### config.mk
export PLATFORM = sky130hd
export DESIGN_NAME = gb_cpu_int_dispatch
export DESIGN_NICKNAME = d
export VERILOG_FILES = /design/src/rtl/gb_cpu_common_pkg.sv /design/src/rtl/gb_cpu_int_prio_enc.sv /design/src/rtl/gb_cpu_int_dispatch.sv
export SDC_FILE = /design/constraint.sdc
export NUM_CORES = 1
export LEC_CHECK = 0
export CORE_MARGIN = 3
export CORE_UTILIZATION = 35
export DETAILED_ROUTE_END_ITERATION = 12
export PLACE_DENSITY = 0.86
export SETUP_SLACK_MARGIN = 0.02
export SYNTH_ARGS = -nofsm -noshare
export SYNTH_HDL_FRONTEND = slang
export SYNTH_SLANG_ARGS = --single-unit
### constraint.sdc
create_clock -name clk -period 2.58 [get_ports clk]
set_input_delay 0.258 -clock clk [delete_from_list [all_inputs] [get_ports clk]]
set_output_delay 0.258 -clock clk [all_outputs]
set_load 0.05 [all_outputs]
### src/rtl/gb_cpu_common_pkg.sv
// Shared types and constants for the gameboy CPU core: 16-bit register
// targets, interrupt dispatch sequencer states and interrupt vector helpers.
package gb_cpu_common_pkg;

  localparam int          NUM_INT       = 5;
  localparam int          INT_IDX_W     = 3;
  localparam logic [15:0] VECTOR_BASE   = 16'h0040;
  localparam int          VECTOR_STRIDE = 8;

  // 16-bit register pair targets on the IDU write port
  typedef enum logic [2:0] {
    REG_BC = 3'd0,
    REG_DE = 3'd1,
    REG_HL = 3'd2,
    REG_SP = 3'd3,
    REG_PC = 3'd4
  } regfile_r16_t;

  // Interrupt dispatch sequence: one M-cycle per non-idle state
  typedef enum logic [2:0] {
    IDLE = 3'd0,
    D1   = 3'd1,
    D2   = 3'd2,
    D3   = 3'd3,
    D4   = 3'd4,
    D5   = 3'd5
  } int_dispatch_state_t;

  typedef struct packed {
    logic                 valid;
    logic [INT_IDX_W-1:0] idx;
  } int_vec_t;

  // Lowest set bit of pending wins (bit 0 = highest priority)
  function automatic int_vec_t getIntVector(input logic [NUM_INT-1:0] pending);
    int_vec_t r;
    r = '0;
    for (int i = NUM_INT - 1; i >= 0; i--) begin
      if (pending[i]) begin
        r.valid = 1'b1;
        r.idx   = INT_IDX_W'(i);
      end
    end
    return r;
  endfunction

endpackage

### src/rtl/gb_cpu_int_prio_enc.sv
// Combinational priority encoder: returns the index of the lowest set
// request bit and whether any bit was set.
module gb_cpu_int_prio_enc
  import gb_cpu_common_pkg::*;
#(
  parameter int W  = gb_cpu_common_pkg::NUM_INT,
  parameter int IW = gb_cpu_common_pkg::INT_IDX_W
) (
  input  logic [W-1:0]  req,
  output logic [IW-1:0] idx,
  output logic          valid
);

  // Scan from the top so the lowest set bit is the last one assigned
  always_comb begin
    valid = 1'b0;
    idx   = '0;
    for (int i = W - 1; i >= 0; i--) begin
      if (req[i]) begin
        valid = 1'b1;
        idx   = IW'(i);
      end
    end
  end

endmodule

### src/rtl/gb_cpu_int_dispatch.sv
// Interrupt dispatch sequencer. At an instruction boundary with IME set and
// an enabled interrupt pending, it owns the IDU write port and data bus for
// five M-cycles: rewind PC, push PC high/low onto the stack, load the vector,
// then acknowledge the interrupt.
//
// Handshake: there is no valid/ready pair here. Writes are single-clock
// strobes: idu_wren, if_clear, ime_clear and done are only high on the
// m_tick clock of their state, so a consumer that samples every clock sees
// each event exactly once. bus_wr is a level held for the whole M-cycle.
module gb_cpu_int_dispatch
  import gb_cpu_common_pkg::*;
#(
  parameter int          NUM_INT       = gb_cpu_common_pkg::NUM_INT,
  parameter logic [15:0] VECTOR_BASE   = gb_cpu_common_pkg::VECTOR_BASE,
  parameter int          VECTOR_STRIDE = gb_cpu_common_pkg::VECTOR_STRIDE
) (
  input  logic                clk,
  input  logic                reset,
  input  logic                m_tick,
  input  logic                instr_boundary,
  input  logic                ime,
  input  logic                halted,
  input  logic [NUM_INT-1:0]  ie,
  input  logic [NUM_INT-1:0]  if_flags,
  input  logic [15:0]         regs_pc,
  input  logic [15:0]         regs_sp,
  output logic                busy,
  output regfile_r16_t        idu_req,
  output logic [15:0]         idu_data,
  output logic                idu_wren,
  output logic [15:0]         bus_addr,
  output logic [7:0]          bus_wdata,
  output logic                bus_wr,
  output logic [NUM_INT-1:0]  if_clear,
  output logic                ime_clear,
  output logic                wake,
  output logic                done,
  output int_dispatch_state_t dbg_state
);

  localparam int IDX_W = (NUM_INT > 1) ? $clog2(NUM_INT) : 1;

  int_dispatch_state_t state_q;
  logic [NUM_INT-1:0]  lat_mask_q;
  logic [NUM_INT-1:0]  pending;
  logic [IDX_W-1:0]    enc_idx;
  logic                enc_valid;
  logic                dispatch_go;
  logic [15:0]         vec_addr;

  assign pending     = ie & if_flags;
  assign wake        = halted && (|pending);
  assign dispatch_go = instr_boundary && ime && (|pending) && !halted;
  assign dbg_state   = state_q;

  gb_cpu_int_prio_enc #(
    .W  (NUM_INT),
    .IW (IDX_W)
  ) u_prio_enc (
    .req   (pending),
    .idx   (enc_idx),
    .valid (enc_valid)
  );

  // Vector for the highest-priority pending source; 0 when nothing is left
  assign vec_addr = enc_valid ? (VECTOR_BASE + 16'(enc_idx) * 16'(VECTOR_STRIDE)) : 16'h0000;

  // Sequence state advances once per M-cycle; the serviced bit is captured in D4
  always_ff @(posedge clk) begin
    if (!reset) begin
      state_q    <= IDLE;
      lat_mask_q <= '0;
    end else if (m_tick) begin
      case (state_q)
        IDLE: begin
          if (dispatch_go) begin
            state_q    <= D1;
            lat_mask_q <= '0;
          end
        end
        D1: state_q <= D2;
        D2: state_q <= D3;
        D3: state_q <= D4;
        D4: begin
          state_q    <= D5;
          lat_mask_q <= enc_valid ? (NUM_INT'(1) << enc_idx) : '0;
        end
        D5:      state_q <= IDLE;
        default: state_q <= IDLE;
      endcase
    end
  end

  // Port requests per state; write strobes only on the closing clock
  always_comb begin
    busy      = 1'b0;
    idu_req   = REG_PC;
    idu_data  = 16'h0000;
    idu_wren  = 1'b0;
    bus_addr  = 16'h0000;
    bus_wdata = 8'h00;
    bus_wr    = 1'b0;
    if_clear  = '0;
    ime_clear = 1'b0;
    done      = 1'b0;
    case (state_q)
      D1: begin
        busy     = 1'b1;
        idu_req  = REG_PC;
        idu_data = regs_pc - 16'd1;
        idu_wren = m_tick;
      end
      D2: begin
        busy     = 1'b1;
        idu_req  = REG_SP;
        idu_data = regs_sp - 16'd1;
        idu_wren = m_tick;
      end
      D3: begin
        busy      = 1'b1;
        bus_addr  = regs_sp;
        bus_wdata = regs_pc[15:8];
        bus_wr    = 1'b1;
        if (m_tick) begin
          idu_req  = REG_SP;
          idu_data = regs_sp - 16'd1;
          idu_wren = 1'b1;
        end
      end
      D4: begin
        busy      = 1'b1;
        bus_addr  = regs_sp;
        bus_wdata = regs_pc[7:0];
        bus_wr    = 1'b1;
        if (m_tick) begin
          idu_req  = REG_PC;
          idu_data = vec_addr;
          idu_wren = 1'b1;
        end
      end
      D5: begin
        busy = 1'b1;
        if (m_tick) begin
          if_clear  = lat_mask_q;
          ime_clear = 1'b1;
          done      = 1'b1;
        end
      end
      default: ;
    endcase
  end

endmodule
==> flow_summary.toml <==
[outcome]
status = "complete, but fails checks"
violations = "setup timing"

[clocking]
cts_buffers = 3
cts-root-buf = "clkbuf_8"
clk-insertion-delay-late_ns = 0.23
cts_tree = "done"
cts_sinks = 8
path_clk_slew_ns = 0.05
htreeDepth = 1
cts_buffer_depth = 2
cts_hold_buffers = 0

[die]
dieArea_um2 = 4840
core_area_um2 = 3770
ios = 105
start_util = 0.375
placementRows = 22
dieWidth_um = 69.6
die_y_um = 69.6

[timing]
finalSetupViolations = 1
fmax_ghz = 0.380
finClkSkew_ns = 0.00431
rsz0062_at_grt = "true"
fin_crit_sh = 1.02
tightest_slew_ns = 0.732
min_period_ns = 2.63
report.final.hold_viol_count = 0
fin_ws_ns = -0.0535
final-max-slew-violation-count = 0
slew_headroom = 0.510
tns_ns = -0.0535

[setup_path]
cp-start-kind = "input pin"
slowest_stage = "or4_4"
required_ns = 2.32
endpoint_kind = "primary output"
cpPeakStageDelay_ns = 0.53
cp_cell_sequence = "clkdlybuf4s15_1 > or4_4 > or2_4 > or4_4 > xor2_1 > o22ai_2 > buf_12"
ff2ff_path_depth = 5
path_max_fanout = 3
worstSetupPathType = "input pin to primary output"
arrival_ns = 2.38
cp_common_cell = "or4_4"

[finish]
drive_above_1_share = 0.478
syn_to_final_growth_pct = 157
fill_cells = 74
fin_util = 0.964
diodes = 0
fin_nets = 397
fin_cells = 393

[global_routing]
grt_pass1_wl_um = 15400
grt_pass1_vias = 2636
grt_overflow = 0
track_usage = 0.407
antenna_found_initial = 0
grt_start_max_net_pins = 18

[pwr]
combPwrFrac = 0.631
leakagePower_nw = 1.43
power.share.sequential = 0.168
swShare = 0.424
switchingPower_mw = 0.333
vdd.ir_drop.worst_uv = 266
power_density_nw_per_um2 = 217
clockPowerShare = 0.201
intPower_mw = 0.454

[synth]
synth_cell_types = 44
yosys.area.top_type = "dfxtp_1"
syn_inst = 204
synth_top_area_frac = 0.113
synth.most_common_cell = "and2_1"
yosysSeqAreaShare = 0.113
synth_edf_count = 0
ys.flop_type = "dfxtp_1"
synth.area.top_cells = "dfxtp_1, xnor2_1, and2_1"
synthTopCellsByCount = "and2_1, nand2_1, nor2_1, xnor2_1, o22ai_1"
ys_async_sr_fraction = 0
avgSynthCellArea_um2 = 6.93
syn_nets = 254
yosysWarnings = 0
syn_area_um2 = 1410
ys_ff_latch = 8

[route]
postRouteAntennaNets = 0
num_vias = 2677
vias_per_cell = 6.81
routed_wl_um = 10900
dr.pass1.iters = 7
wire_per_inst_um = 27.8
drt_iter0_markers = 288
drc = 0

[placement]
dp_hpwl_um = 6420
gp_congestion = 0.857
port_buffers = 104
pre_cts_ws_ns = -0.353
placed_cells = 381

[run]
cap_viol_max_count = 0

[worst_hold_path]
worstHoldPathCells = 2
hp-class = "flop to flop"
-- through the flow --
step / hold slack (ns) / power (mW) / instance area, um^2
6_report: 0.477 / 0.787 / 3630
5_1_grt: 0.491 / 0.803 / 3630
4_1_cts: 0.470 / 0.747 / 3580
3_5_place_dp: 0.458 / 0.575 / 3400
3_3_place_gp: 0.446 / 0.557 / 3400
2_1_floorplan: 0.407 / 0.321 / 1560
-- layout make-up --
class                      instances  area, um^2  area share
timing repair buffer             151        1890       0.520
sequential                         8         164      0.0451
clock buffer                       3        41.3      0.0114
inverter                           7        31.3     0.00861
multi-input combinational        176        1450       0.398
tap                               48        60.1      0.0165
-- state kept, by name (all words and copies together), names as in the netlist --
name and count:
lat_mask_q 5, dbg_state 3
-- path summary, 6_finish.rpt --
check | slack (ns) | to | start
max | -0.05 | idu_data[12] | regs_sp[7]
min | 0.48 | lat_mask_q[4] | lat_mask_q[4]
max reg2reg | 0.69 | lat_mask_q[2] | dbg_state[2]
min reg2reg | 0.48 | lat_mask_q[4] | lat_mask_q[4]
-- power by group through the flow --
stage | Sequential, mW | Combinational, mW | Clock, mW
2_1_floorplan | 0.135 | 0.186 | 0
3_3_place_gp | 0.132 | 0.425 | 0
3_5_place_dp | 0.133 | 0.442 | 0
4_1_cts | 0.131 | 0.460 | 0.156
5_1_grt | 0.132 | 0.506 | 0.165
6_report | 0.132 | 0.497 | 0.158
-- logic make-up (layout without fill, tap and decap cells) --
kind of cell	Yosys count	in the layout	synth area share
and+or+nand+nor	102	102	0.413
AOI/OAI and AO/OA	46	46	0.235
xor gates and xnor gates	25	25	0.155
buffers and inverters	20	161	0.0584
DFF	8	8	0.113
adders and majority gates	2	2	0.0177
muxes	1	1	0.00708
-- layout by cell type, fill, tap and decap left out, types with 5 or more instances in the layout --
cell type	count
o21ai_0	5
dlygate4sd2_1	7
nor2_1	16
clkdlybuf4s50_1	34
buf_4	48
and2_2	9
dfxtp_1	5
nand2_1	20
o22ai_4	9
xor2_1	6
a22o_1	8
nor3_1	6
buf_12	51
a21oi_1	7
or4_4	6
xnor2_1	14
and2_1	14
-- worst max-delay path: cells and delay by family --
family                    cells  cell delay, ns
AOI/OAI and AO/OA             1            0.20
buffers and inverters         2            0.38
and+or+nand+nor               3            1.34
xor gates and xnor gates      1            0.19
-- timing repair --
item | 4_1_cts | 5_1_grt
buffers inserted | 8 | 1
setup endpoints to repair | 6 | 12
pin swaps | 18 | 8
resized for setup | 70 | 10
-- metal layers --
metal  track usage  up-vias  wire length [um]
met1         0.433     1219              3480
met3        0.0928      117              1270
li1              -     1027                 -
met5             0        -                 0
met2         0.747      314              5190
met4         0.195        0               987
(Power assumes the default switching activity.)
==> edit: new RTL, same flow settings <==
Set the package constant `NUM_INT` to 6 (it was 5).
--- a/src/rtl/gb_cpu_common_pkg.sv
+++ b/src/rtl/gb_cpu_common_pkg.sv
@@ -3,5 +3,5 @@
 package gb_cpu_common_pkg;
 
-  localparam int          NUM_INT       = 5;
+  localparam int          NUM_INT       = 6;
   localparam int          INT_IDX_W     = 3;
   localparam logic [15:0] VECTOR_BASE   = 16'h0040;
Interface: changed (resized ie, if_clear and if_flags); port bits go from 105 to 108. The function was not compared with the original's and may differ.
==> edit against the unedited design <==
Routed wire length shrank 40%; clock power grew 6%; sequential cell count grew 1; critical path type unchanged; worst setup slack gained 0.062 ns; cell area shrank 8.8%; synthesized cell count grew 2.0%; synthesized area grew 4.7%; total power grew 13%; largest power group unchanged.
==> edit: results (changes against the unedited design) <==
routing:
  wl_mm: 6.52  # -40%
  routed_via_density: 5.56  # -18%
  route.met3.wl_um: 417  # -67%
  firstDrtPassIters: 4  # -3
  drt-initial-drc-count: 186  # -35%
  dr_wl_met2_mm: 3.48  # -33%
  wirelength_met1_mm: 2.49  # -28%
finish:
  antenna_cells: 0  # unchanged
  largest-register: "lat_mask_q"
  largest_reg_flops: 6  # +1
  nNetsFinal: 385  # -3.0%
  fill_cells: 232  # +210%
  drive_gt1_share_pct: 34.3  # -13 points
placed_design:
  dpl_cell_area_um2: 3220  # -5.2%
  dp_slack_ns: -0.120  # +0.233 ns
  dp_hpwl_mm: 5.44  # -15%
  portBuffers: 107  # +2.9%
  gp_congestion: 0.854  # -0.32%
synth:
  yosysSeqAreaShare_pct: 12.2  # +0.85 points
  async_flop_share_pct: 0  # unchanged
  synth_commonest_cells: "and2_1, nand2_1, xnor2_1"
  syn-num-nets: 260  # +2.4%
  synth.distinct_cells: 48  # +9.1%
  synth_area_leaders: "dfxtp_1, and2_1, xnor2_1"
  ys.warnings.count: 0  # unchanged
flow_run:
  cap_violations: 0  # unchanged
global_routing:
  grtUsageTotal_pct: 25.4  # -15 points
  grt_pass1_wl_mm: 10.4  # -33%
  grt_pass1_vias: 2135  # -19%
power_and_ir_drop:
  p_leak_nw: 1.28  # -10%
  ir_drop_mv: 0.152  # -43%
  p_sw_mw: 0.364  # +9.1%
run_status:
  status: "completed"
worst_setup_path:
  crit_arrival_ns: 2.31  # -0.07 ns
clock_network:
  clock_latency_ns: 0.24
sta:
  slew_headroom_pct: 62.9  # +12 points
  skew_ns: 0.00436  # +0.0000512 ns
hold_path:
  hold_path.class: "reg -> reg"
==> edit: cell count changes after synthesis, moves of 3 or more <==
cell / before / now
nor2_1: 18 / 15
a32oi_1: 0 / 3
nor2b_1: 2 / 5
clkbuf_1: 11 / 8
a21boi_1: 0 / 5
a21oi_1: 7 / 3
==> edit: power by group through the flow <==
stage                     clock network [mW]  registers (mW)  logic, mW
after floorplan                            0           0.157      0.249
after global placement                     0           0.150      0.557
after detailed placement                   0           0.150      0.568
after CTS                              0.167           0.148      0.570
after global routing                   0.174           0.149      0.597
final                                  0.168           0.148      0.571
==> edit: worst paths after layout <==
kind / from / end / slack (ns) / cells after the start
worst max-delay path: regs_sp[7] / idu_data[12] / 0.009 / 7
worst min-delay path: lat_mask_q[0] / lat_mask_q[0] / 0.45 / 2
worst max register to register: dbg_state[2] / lat_mask_q[4] / 0.80 / 6
worst min register to register: lat_mask_q[0] / lat_mask_q[0] / 0.45 / 2
==> edit: cells by family after synthesis <==
group	share of synthesized area [%]
AND/OR/NAND/NOR	40.7
AO/OA/AOI/OAI	25.5
buffers and inverters	5.16
XOR/XNOR	14.8
flip-flops	12.2
adder cells (fa/ha/maj)	1.69
==> edit: per-stage QoR <==
step	power [mW]	cells	util (%)	hold WS, ns
after detailed placement	0.719	376	79.9	0.445
after global placement	0.707	376	79.9	0.435
after CTS	0.885	380	81.1	0.451
after floorplan	0.406	208	-	0.380
final	0.887	382	82.2	0.449
after global routing	0.920	382	82.2	0.464
==> edit: per-layer routing <==
layer | track usage [%] | vias to the layer above
met5 | 0 | -
met4 | 8.14 | 0
met3 | 6.39 | 13
met2 | 46.0 | 83
met1 | 29.1 | 1018
li1 | - | 1010
==> edit: layout make-up <==
cell class	count	area share (%)
Timing Repair Buffer	131	50.7
Multi-Input combinational cell	181	39.8
Sequential cell	9	5.44
Tap cell	50	1.89
Clock buffer	4	1.36
Inverter	7	0.793
==> edit: timing repair <==
| action | in CTS | in global routing |
|---|---|---|
| pin swaps | 2 | 4 |
| gates resized for setup | 7 | 7 |
| setup buffers | 0 | 2 |
| setup endpoints to repair | 4 | 4 |
==> edit: worst max-delay path, stage by stage <==
cell and delay, ns:
clkdlybuf4s50_1 0.42, or4_4 0.56, or3_4 0.42, nor3_2 0.16, xnor2_1 0.18, o22ai_2 0.13
buf_12 0.18
